==> config.mk <==
export PLATFORM = sky130hd
export DESIGN_NAME = dcp_target
export DESIGN_NICKNAME = d
export VERILOG_FILES = /design/src/rtl/dcp_pkg.sv /design/src/rtl/dcp_strobe_sync.sv /design/src/rtl/dcp_target.sv
export SDC_FILE = /design/constraint.sdc
export NUM_CORES = 1
export LEC_CHECK = 0
export BUFFER_PORTS_ARGS = -buffer_cell sky130_fd_sc_hd__buf_2
export CAP_MARGIN = 20
export CORE_UTILIZATION = 47
export DETAILED_ROUTE_END_ITERATION = 16
export MAX_ROUTING_LAYER = met4
export PLACE_DENSITY = 0.77
export SLEW_MARGIN = 20
export SYNTH_ARGS = -nofsm -noshare
export SYNTH_HDL_FRONTEND = slang
export SYNTH_SLANG_ARGS = --single-unit
==> constraint.sdc <==
create_clock -name clk -period 1.8 [get_ports clk]
set_clock_uncertainty 0.15 [all_clocks]
set_input_delay 0 -clock clk [delete_from_list [all_inputs] [get_ports clk]]
set_output_delay 0 -clock clk [all_outputs]
set_load 0.005 [all_outputs]
==> src/rtl/dcp_pkg.sv <==
`default_nettype none
// ============================================================================
// Module      : dcp_pkg
// Description : Shared types and constants for the DCP target responder.
// Revision    : 1.0 - initial release
// ============================================================================
package dcp_pkg;

    typedef enum logic [1:0] {
        ST_IDLE = 2'd0,
        ST_WAIT = 2'd1,
        ST_DONE = 2'd2
    } dcp_state_e;

    // Kind of transfer currently being served; selects bus_oe and auto-increment.
    typedef enum logic [1:0] {
        CYC_ADDR  = 2'd0,
        CYC_WRITE = 2'd1,
        CYC_READ  = 2'd2,
        CYC_PROTO = 2'd3
    } dcp_cycle_e;

    localparam logic c_RD = 1'b1;
    localparam logic c_WR = 1'b0;

    localparam int c_TIMEOUT_DEFAULT = 15;

endpackage
`default_nettype wire

==> src/rtl/dcp_strobe_sync.sv <==
`default_nettype none
// ============================================================================
// Module      : dcp_strobe_sync
// Description : Registers one active-low strobe and flags its falling edge.
// Revision    : 1.0 - initial release
// ============================================================================
module dcp_strobe_sync (
    input  logic clk,
    input  logic rst,
    input  logic strobe_n_i,
    output logic level_o,
    output logic fall_o
);

    logic sync_q;
    logic prev_q;
    logic armed_q;

    // armed_q blocks the edge a strobe held low through reset would otherwise fake.
    always_ff @(posedge clk or posedge rst) begin
        if (rst) begin
            sync_q  <= 1'b1;
            prev_q  <= 1'b1;
            armed_q <= 1'b0;
        end else begin
            sync_q  <= strobe_n_i;
            prev_q  <= sync_q;
            armed_q <= armed_q | strobe_n_i;
        end
    end

    assign level_o = sync_q;
    assign fall_o  = armed_q & prev_q & ~sync_q;

endmodule
`default_nettype wire

==> src/rtl/dcp_target.sv <==
`default_nettype none
// ============================================================================
// Module      : dcp_target
// Description : DCP strobe-protocol target: address latch, local read/write
//               with ack or timeout, ready/error handshake back to the CPU.
//               Optional macro DCP_TARGET_AUTOINC_EN: post-increment lcl_addr
//               after every data cycle.
// Revision    : 1.0 - initial release
// ============================================================================
module dcp_target
    import dcp_pkg::*;
#(
    parameter int AW      = 8,
    parameter int DW      = 8,
    parameter int TIMEOUT = c_TIMEOUT_DEFAULT
) (
    input  logic          clk,
    input  logic          reset,
    input  logic          mas_n,
    input  logic          mds_n,
    input  logic          rd,
    input  logic [DW-1:0] bus_in,
    output logic [DW-1:0] bus_out,
    output logic          bus_oe,
    output logic          rdy,
    output logic          err,
    output logic [AW-1:0] lcl_addr,
    output logic [DW-1:0] lcl_wdata,
    output logic          lcl_wr,
    output logic          lcl_rd,
    input  logic [DW-1:0] lcl_rdata,
    input  logic          lcl_ack
);

    localparam logic [7:0] c_TIMEOUT_CNT = 8'(TIMEOUT);

    logic mas_lvl, mas_fall;
    logic mds_lvl, mds_fall;

    dcp_strobe_sync u_mas_sync (
        .clk        (clk),
        .rst        (reset),
        .strobe_n_i (mas_n),
        .level_o    (mas_lvl),
        .fall_o     (mas_fall)
    );

    dcp_strobe_sync u_mds_sync (
        .clk        (clk),
        .rst        (reset),
        .strobe_n_i (mds_n),
        .level_o    (mds_lvl),
        .fall_o     (mds_fall)
    );

    dcp_state_e    state_q, state_d;
    dcp_cycle_e    kind_q, kind_d;
    logic [7:0]    cnt_q, cnt_d;
    logic          rd_q;
    logic [DW-1:0] bus_q;
    logic [AW-1:0] addr_q, addr_d;
    logic [DW-1:0] wdata_q, wdata_d;
    logic [DW-1:0] out_q, out_d;
    logic          err_q, err_d;
    logic          lwr_q, lwr_d;
    logic          lrd_q, lrd_d;

    always_ff @(posedge clk or posedge reset) begin
        if (reset) begin
            state_q <= ST_IDLE;
            kind_q  <= CYC_ADDR;
            cnt_q   <= '0;
            rd_q    <= 1'b0;
            bus_q   <= '0;
            addr_q  <= '0;
            wdata_q <= '0;
            out_q   <= '0;
            err_q   <= 1'b0;
            lwr_q   <= 1'b0;
            lrd_q   <= 1'b0;
        end else begin
            state_q <= state_d;
            kind_q  <= kind_d;
            cnt_q   <= cnt_d;
            rd_q    <= rd;
            bus_q   <= bus_in;
            addr_q  <= addr_d;
            wdata_q <= wdata_d;
            out_q   <= out_d;
            err_q   <= err_d;
            lwr_q   <= lwr_d;
            lrd_q   <= lrd_d;
        end
    end

    always_comb begin
        state_d = state_q;
        kind_d  = kind_q;
        cnt_d   = cnt_q;
        addr_d  = addr_q;
        wdata_d = wdata_q;
        out_d   = out_q;
        err_d   = err_q;
        lwr_d   = 1'b0;
        lrd_d   = 1'b0;

        case (state_q)
            ST_IDLE: begin
                if (mas_fall && mds_fall) begin
                    kind_d  = CYC_PROTO;
                    err_d   = 1'b1;
                    state_d = ST_DONE;
                end else if (mas_fall) begin
                    kind_d  = CYC_ADDR;
                    addr_d  = bus_q[AW-1:0];
                    err_d   = 1'b0;
                    state_d = ST_DONE;
                end else if (mds_fall) begin
                    kind_d  = (rd_q == c_RD) ? CYC_READ : CYC_WRITE;
                    wdata_d = bus_q;
                    lrd_d   = (rd_q == c_RD);
                    lwr_d   = (rd_q == c_WR);
                    cnt_d   = '0;
                    err_d   = 1'b0;
                    state_d = ST_WAIT;
                end
            end
            ST_WAIT: begin
                cnt_d = cnt_q + 8'd1;
                // An ack on the final counted cycle still wins over the timeout.
                if (lcl_ack) begin
                    if (kind_q == CYC_READ) begin
                        out_d = lcl_rdata;
                    end
                    err_d   = 1'b0;
                    state_d = ST_DONE;
                end else if (cnt_q == c_TIMEOUT_CNT) begin
                    out_d   = '1;
                    err_d   = 1'b1;
                    state_d = ST_DONE;
                end
            end
            ST_DONE: begin
                if (mas_lvl && mds_lvl) begin
                    err_d   = 1'b0;
                    state_d = ST_IDLE;
`ifdef DCP_TARGET_AUTOINC_EN
                    if (kind_q == CYC_READ || kind_q == CYC_WRITE) begin
                        addr_d = addr_q + AW'(1);
                    end
`endif
                end
            end
            default: begin
                state_d = ST_IDLE;
            end
        endcase
    end

    assign rdy       = (state_q == ST_DONE);
    assign bus_oe    = (state_q == ST_DONE) && (kind_q == CYC_READ);
    assign err       = err_q;
    assign bus_out   = out_q;
    assign lcl_addr  = addr_q;
    assign lcl_wdata = wdata_q;
    assign lcl_wr    = lwr_q;
    assign lcl_rd    = lrd_q;

endmodule
`default_nettype wire

==> flow_summary_export.csv, run 1 <==
group,metric,value,unit
synthesis,ys_warn_count,0,
cts,insertion_delay,0.31,ns
detailed_routing,drt-vias-per-instance,5.199,
placement,placement.cell_area,0.002648,mm2
sta,fin_tns_setup,-1.232,ns
placement,place.gp.congestion,0.8354,
sta,slack_of_the_critical_path,-0.1292,ns
status,violations,"negative setup slack",
synthesis,synth_cell_type_count,35,
sta,fmax,518.4,MHz
worst_setup_path,critPathKind,"reg -> reg",
floorplanning,die_height,69.47,um
power_and_ir_drop,max-vdd-ir-drop,0.9333,mV
global_routing,groute.usage.overall,22.12,%
global_routing,grt_overflow,0,
cts,cts_made_buffers,5,
floorplanning,initial_core_util,49.14,%
cells_and_area,num-nets-final,291,
worst_setup_path,timing.reg2reg.worst_path_depth,4,
synthesis,syn_inst,160,
placement,io_buffers,50,
synthesis,netlist_top_cells_area,"sky130_fd_sc_hd__dfrtp_1 58%, sky130_fd_sc_hd__mux2_2 8.9%, sky130_fd_sc_hd__dfstp_2 4.9%, sky130_fd_sc_hd__o22a_2 3.7%, sky130_fd_sc_hd__ha_1 2.9%",
synthesis,async_s_r_ff_share_synth,100.0,%
synthesis,syn-num-nets,187,
worst_setup_path,cp-start-kind,"flop",
placement,dpl_worst_slack,-0.1611,ns
detailed_routing,route.detailed.wl_per_inst,15.46,um
worst_setup_path,worst_setup_path_end_kind,"flop",
sta,timing_worst_slew_pin_value,0.4889,ns
worst_setup_path,worst-r2r-setup-slack,-0.13,ns
detailed_routing,vias,1648,
detailed_routing,drt-total-wl,4901,um
worst_setup_path,critPathLaunch,"cnt_q[5]",
worst_setup_path,timing.rr.end,"bus_out[7]",
power_and_ir_drop,p_total,4.232,mW
cells_and_area,n_fill_cell,282,
floorplanning,placeableCoreArea,0.004354,mm2
sta,grt_setup_unrepaired,"yes",
worst_setup_path,crit_path_max_fanout,8,
detailed_routing,route.antenna.remaining_nets,0,
detailed_routing,firstDrtPassIters,4,
sta,final_max_slew_viol_count,0,
cells_and_area,finalInstanceArea,0.003127,mm2
cts,cts-htree-levels,2,
cells_and_area,syn2layout_area_growth,46.14,%
detailed_routing,drcViolationCount,0,
worst_hold_path,worst_hold_path_type,"in -> async",
cts,clock_sinks,54,
worst_setup_path,critPathCapture,"bus_out[7]",
sta,final_period_utilization,107.2,%
power_and_ir_drop,leakagePower,1.456,nW
worst_setup_path,arrival,2.03,ns
floorplanning,die_area,0.004826,mm2
synthesis,synthesis.area_per_instance,13.37,um2
placement,dp_hpwl,2940,um
cts,clockBufferDepth,2,
floorplanning,top_level_pins,51,
job,cap_viol_max_count,0,
detailed_routing,drtIter0Drc,117,
synthesis,synth-seq-cells,54,
synthesis,post-synth-top-area-fraction,58.48,%
sta,finalHoldWorstSlack,0.1117,ns
global_routing,grt_max_degree,34,
floorplanning,dieWidth,69.47,um
worst_setup_path,r2r-start,"cnt_q[5]",
global_routing,number_of_global_route_vias_before_repair,1749,
power_and_ir_drop,cellPowerDensity,1354,mW/mm2
synthesis,synth-edff-count,0,
synthesis,synth.top_cells.by_count,"50 x sky130_fd_sc_hd__dfrtp_1, 17 x sky130_fd_sc_hd__mux2_2, 11 x sky130_fd_sc_hd__nand2_1",
sta,max-slew-margin-rel,67.36,%
global_routing,first_pass_grt_wire_length,8079,um
synthesis,post-synth-top-count-cell,"sky130_fd_sc_hd__dfrtp_1",
cts,clkTransAtPathRegs,0.09,ns
synthesis,synth-main-ff-cell,"sky130_fd_sc_hd__dfrtp_1",
cts,cts_tree,"done",
sta,final_hold_viol_count,0,
sta,period_needed,1.929,ns
cells_and_area,antenna_cells_inserted,0,
cells_and_area,layout-drive-gt1-share,52.45,%
status,run_status,"complete, but fails checks",
synthesis,synth_largest_area_cell,"sky130_fd_sc_hd__dfrtp_1",
cts,clock-root-buffer,"sky130_fd_sc_hd__clkbuf_8",
synthesis,synth_sequential_area_ratio,63.39,%
floorplanning,std_cell_rows,24,
synthesis,syn_area,0.002140,mm2
sta,setup_violations,13,
worst_setup_path,crit_required,1.90,ns
global_routing,antenna_violations_before_repair,0,
[cell type report]
cell class,instances,area (um2),area share (%)
tap,52,65.06,2.081
clock buffer,7,76.32,2.441
sequential,54,1356,43.38
inverter,4,15.01,0.4802
multi-input combinational,99,868.3,27.77
clock inverter,1,30.03,0.9604
timing repair buffer,100,715.7,22.89
[sequential cells by signal (all words and copies together) (netlist names), 2 cells and up]
name	cells
bus_q	8
lcl_wdata	8
lcl_addr	8
cnt_q	8
state_q	2
bus_out	8
kind_q	2
[through the flow]
step	util, %	instances
after global placement	60.80	281
final	71.81	317
after CTS	70.95	315
after floorplan	-	160
after detailed placement	60.80	281
after global routing	71.81	317
[power by group]
group / internal, mW / total, mW / switching (mW)
sequential: 1.57 / 1.77 / 0.199
clock: 0.416 / 0.780 / 0.364
combinational: 1.01 / 1.69 / 0.677
[worst max-delay path, stage by stage, from the launching register on]
cell	delay, ns
sky130_fd_sc_hd__dfrtp_1	0.40
sky130_fd_sc_hd__or4_4	0.53
sky130_fd_sc_hd__or3_4	0.35
sky130_fd_sc_hd__a21oi_4	0.25
sky130_fd_sc_hd__o22a_2	0.20
[what timing repair did]
action                                  in CTS  in global routing
pin swaps                                    6                  8
resized for setup                           20                 16
setup buffers                                6                  3
gates cloned                                 0                  0
hold endpoints to repair                    71                  0
endpoints found under the setup margin      23                 35
hold buffers                                20                  0
[per-layer routing]
metal,share of wire (%),track usage (%)
met3,3.9,4.360
met1,41,26.36
met2,52,36.14
met5,0,-
met4,2.6,10.66
[how the worst min path moves through the flow]
stage / startpoint / endpoint / slack [ns]
3_5_place_dp: reset / lcl_addr[5] / -0.10
2_1_floorplan: mas_n / u_mas_sync.level_o / -0.15
4_1_cts: lcl_ack / bus_out[7] / 0.1
3_3_place_gp: reset / bus_q[5] / -0.11
5_1_grt: lcl_ack / bus_out[1] / 0.13
6_report: reset / bus_out[1] / 0.11
[cells by family (layout without fill, tap and decap cells)]
| group | after synthesis | in the layout | share of synthesized area (%) |
|---|---|---|---|
| AO/OA/AOI/OAI | 32 | 32 | 10.88 |
| adder cells (fa/ha/maj) | 5 | 5 | 2.924 |
| buffers and inverters | 7 | 112 | 1.286 |
| flip-flops | 54 | 54 | 63.39 |
| multiplexers | 18 | 18 | 9.415 |
| AND/OR/NAND/NOR | 44 | 44 | 12.11 |
[placed cells by master, fill, tap and decap left out, types with 3 or more instances in the layout]
| master | netlist | layout |
|---|---|---|
| sky130_fd_sc_hd__dfrtp_1 | 50 | 50 |
| sky130_fd_sc_hd__buf_2 | 1 | 50 |
| sky130_fd_sc_hd__buf_4 | 0 | 24 |
| sky130_fd_sc_hd__dlygate4sd3_1 | 0 | 20 |
| sky130_fd_sc_hd__nand2_1 | 11 | 11 |
| sky130_fd_sc_hd__mux2_2 | 17 | 9 |
| sky130_fd_sc_hd__o22a_2 | 8 | 8 |
| sky130_fd_sc_hd__mux2_4 | 0 | 8 |
| sky130_fd_sc_hd__o21ai_1 | 0 | 6 |
| sky130_fd_sc_hd__nand3_1 | 5 | 5 |
| sky130_fd_sc_hd__clkbuf_8 | 0 | 5 |
| sky130_fd_sc_hd__a21oi_1 | 8 | 4 |
| sky130_fd_sc_hd__buf_6 | 0 | 4 |
| sky130_fd_sc_hd__dfstp_2 | 4 | 4 |
| sky130_fd_sc_hd__a21oi_2 | 0 | 3 |
| sky130_fd_sc_hd__inv_2 | 0 | 3 |
| sky130_fd_sc_hd__o31ai_1 | 4 | 3 |
| sky130_fd_sc_hd__ha_1 | 5 | 3 |
(Power assumes the default switching activity.)
==> run 2, diff against run 1 <==
--- a/config.mk
+++ b/config.mk
@@ -12,4 +12,5 @@
 export MAX_ROUTING_LAYER = met4
 export PLACE_DENSITY = 0.77
+export SETUP_SLACK_MARGIN = 0.05
 export SLEW_MARGIN = 20
 export SYNTH_ARGS = -nofsm -noshare
==> constraint.sdc (replaced) <==
create_clock -name clk -period 1.8 [get_ports clk]
set_clock_uncertainty 0.15 [all_clocks]
set_input_delay 0.36 -clock clk [delete_from_list [all_inputs] [get_ports clk]]
set_output_delay 0.36 -clock clk [all_outputs]
set_load 0.005 [all_outputs]
==> run 2 against run 1 <==
Net effect: the run still ends with negative setup slack left; maximum frequency decreased by 3.7%; utilization is 3.9 points higher; sequential share of layout area down 2.3 points; global-route usage rose by 1.9 points; highest routed layer unchanged; die area is the same; flip-flop and latch count unchanged; power is 4.9% higher; wire length rose by 18%; combinational power is 17% higher.
==> flow_summary_export.csv, run 2 (synthesis results as in run 1) <==
group,metric,value,unit
status,run_status,"complete, but fails checks",
status,violations,"negative setup slack",
cells_and_area,num-nets-final,298,
cts,cts_tree,"done",
placement,dp_hpwl,3067,um
worst_setup_path,timing.reg2reg.worst_path_depth,6,
sta,timing_worst_slew_pin_value,0.4836,ns
power_and_ir_drop,power.share.clock,15.9,%
worst_setup_path,cp-start-kind,"flop",
cells_and_area,final_cell_mix,"50 x sky130_fd_sc_hd__dfrtp_1, 50 x sky130_fd_sc_hd__buf_2, 36 x sky130_fd_sc_hd__buf_4, 16 x sky130_fd_sc_hd__mux2_4, 12 x sky130_fd_sc_hd__dlygate4sd3_1",
detailed_routing,route.detailed.wl_per_inst,17.82,um
cells_and_area,antenna_cells_inserted,0,
cts,cts_made_buffers,5,
placement,dp_cells,285,
cts,clock_sinks,54,
sta,period_needed,2.003,ns
worst_setup_path,path_cells,"inv_2, ha_4, and4b_2, a21oi_4, or4_1, a21oi_2",
floorplanning,initial_core_util,49.14,%
sta,slack_of_the_critical_path,-0.2031,ns
power_and_ir_drop,p_sw,1.394,mW
placement,placement.cell_area,0.002698,mm2
worst_setup_path,timing.rr.end,"cnt_q[7]",
sta,final_period_utilization,111.3,%
worst_setup_path,worst-r2r-setup-slack,-0.20,ns
global_routing,grt_overflow,0,
worst_setup_path,crit_required,1.89,ns
sta,final_max_slew_viol_count,0,
power_and_ir_drop,power.switching_fraction,31.40,%
global_routing,groute.usage.overall,23.99,%
detailed_routing,firstDrtPassIters,4,
cts,insertion_delay,0.31,ns
floorplanning,dieWidth,69.47,um
cells_and_area,syn2layout_area_growth,54.15,%
floorplanning,top_level_pins,51,
cts,cts-htree-levels,2,
detailed_routing,drt-total-wl,5773,um
worst_hold_path,worst_hold_path_type,"in -> reg",
detailed_routing,drtIter0Drc,84,
power_and_ir_drop,share_seq_of_total_power,39.8,%
power_and_ir_drop,internal-power,3.047,mW
cells_and_area,final-instance-count-excl-fill,324,
worst_setup_path,critPathKind,"reg -> reg",
floorplanning,die_area,0.004826,mm2
cts,clkTransAtPathRegs,0.09,ns
sta,final_hold_viol_count,0,
cells_and_area,finalInstanceArea,0.003298,mm2
cts,clock-root-buffer,"sky130_fd_sc_hd__clkbuf_8",
global_routing,antenna_violations_before_repair,0,
job,cap_viol_max_count,0,
detailed_routing,vias,1773,
sta,fin_tns_setup,-2.367,ns
cts,clockBufferDepth,2,
sta,max-slew-margin-rel,67.69,%
worst_setup_path,worst_setup_path_end_kind,"flop",
floorplanning,die_height,69.47,um
power_and_ir_drop,pwr-share-comb,44.3,%
sta,fmax,499.2,MHz
worst_setup_path,arrival,2.09,ns
worst_hold_path,capture_endpoint_of_the_worst_hold_path,"bus_out[4]",
floorplanning,std_cell_rows,24,
cells_and_area,n_fill_cell,242,
detailed_routing,drcViolationCount,0,
power_and_ir_drop,cellPowerDensity,1347,mW/mm2
worst_setup_path,critical-path-slowest-cell,"sky130_fd_sc_hd__or4_1",
power_and_ir_drop,p_total,4.441,mW
power_and_ir_drop,leakagePower,1.533,nW
worst_setup_path,critical-path-max-stage-delay,0.55,ns
global_routing,number_of_global_route_vias_before_repair,1871,
worst_hold_path,worst_hold_path.num_cells,2,
worst_setup_path,r2r-start,"state_q[1]",
placement,place.gp.congestion,0.8727,
placement,io_buffers,50,
worst_hold_path,worstHoldStart,"lcl_rdata[4]",
global_routing,grt_max_degree,22,
detailed_routing,drt-vias-per-instance,5.472,
cells_and_area,layout-drive-gt1-share,61.03,%
detailed_routing,route.antenna.remaining_nets,0,
sta,grt_setup_unrepaired,"yes",
floorplanning,placeableCoreArea,0.004354,mm2
power_and_ir_drop,max-vdd-ir-drop,0.8977,mV
global_routing,first_pass_grt_wire_length,8597,um
worst_setup_path,critPathLaunch,"state_q[1]",
sta,setup_violations,23,
worst_setup_path,crit_path_max_fanout,5,
run 2: changes by cell type in the layout (fill, tap and decap cells not counted), sizes merged:
cell,previous run,this run
a21oi,9,10
bufinv,1,0
dlygate4sd3,20,12
buf,80,93
clkinvlp,0,2
run 2: layout make-up:
type	instances	area, um2	area share (%)
inverter	4	18.77	0.5690
clock inverter	2	16.27	0.4932
sequential	54	1356	41.12
timing repair buffer	106	762.0	23.10
clock buffer	6	82.58	2.504
multi-input combinational	100	997.2	30.24
tap	52	65.06	1.973
run 2: worst max-delay path: cells and delay by family (launching register included):
kind                     cells  cell delay, ns
AO/OA/AOI/OAI                2            0.25
adder cells (fa/ha/maj)      1            0.16
buffers and inverters        1            0.13
flip-flops                   1            0.40
AND/OR/NAND/NOR              2            0.84
run 2: worst max path at each step:
stage	to	slack, ns	cells past startpoint
2_1_floorplan	lcl_wdata[1]	-0.01	5
3_3_place_gp	bus_out[1]	-0.11	4
3_5_place_dp	bus_out[1]	-0.12	4
4_1_cts	bus_out[1]	-0.12	4
5_1_grt	cnt_q[7]	-0.24	6
6_report	cnt_q[7]	-0.20	6
run 2: per-stage QoR:
stage	setup slack, ns	utilization, %	hold WS (ns)
final	-0.2031	75.75	0.1034
after global routing	-0.2391	75.75	0.09458
after CTS	-0.1233	72.56	0.0003343
after detailed placement	-0.1221	61.95	0.2219
after global placement	-0.1078	61.95	0.2189
after floorplan	-0.01478	-	0.2125
run 2: repair_timing:
item                       4_1_cts  5_1_grt
resized for setup               36       23
pin swaps                        6        9
hold buffers                    11        1
hold endpoints to repair        25        1
gates cloned                     1        1
setup buffers                   13        6
setup endpoints to repair       35       37
run 2: power by group through the flow:
stage               Clock (mW)  Sequential [mW]  Combinational, mW
floorplan                    0             1.79              0.673
global placement             0             1.76               1.32
detailed placement           0             1.76               1.35
CTS                      0.726             1.75               1.71
global route             0.773             1.81               2.10
finish                   0.707             1.77               1.97
run 2: metal layers:
layer / wire (um) / vias up / track usage [%]
met3: 294 / 15 / 6.686
li1: - / 803 / -
met2: 3131 / 66 / 40.99
met1: 2216 / 889 / 26.28
met5: 0 / - / -
met4: 131 / 0 / 9.977
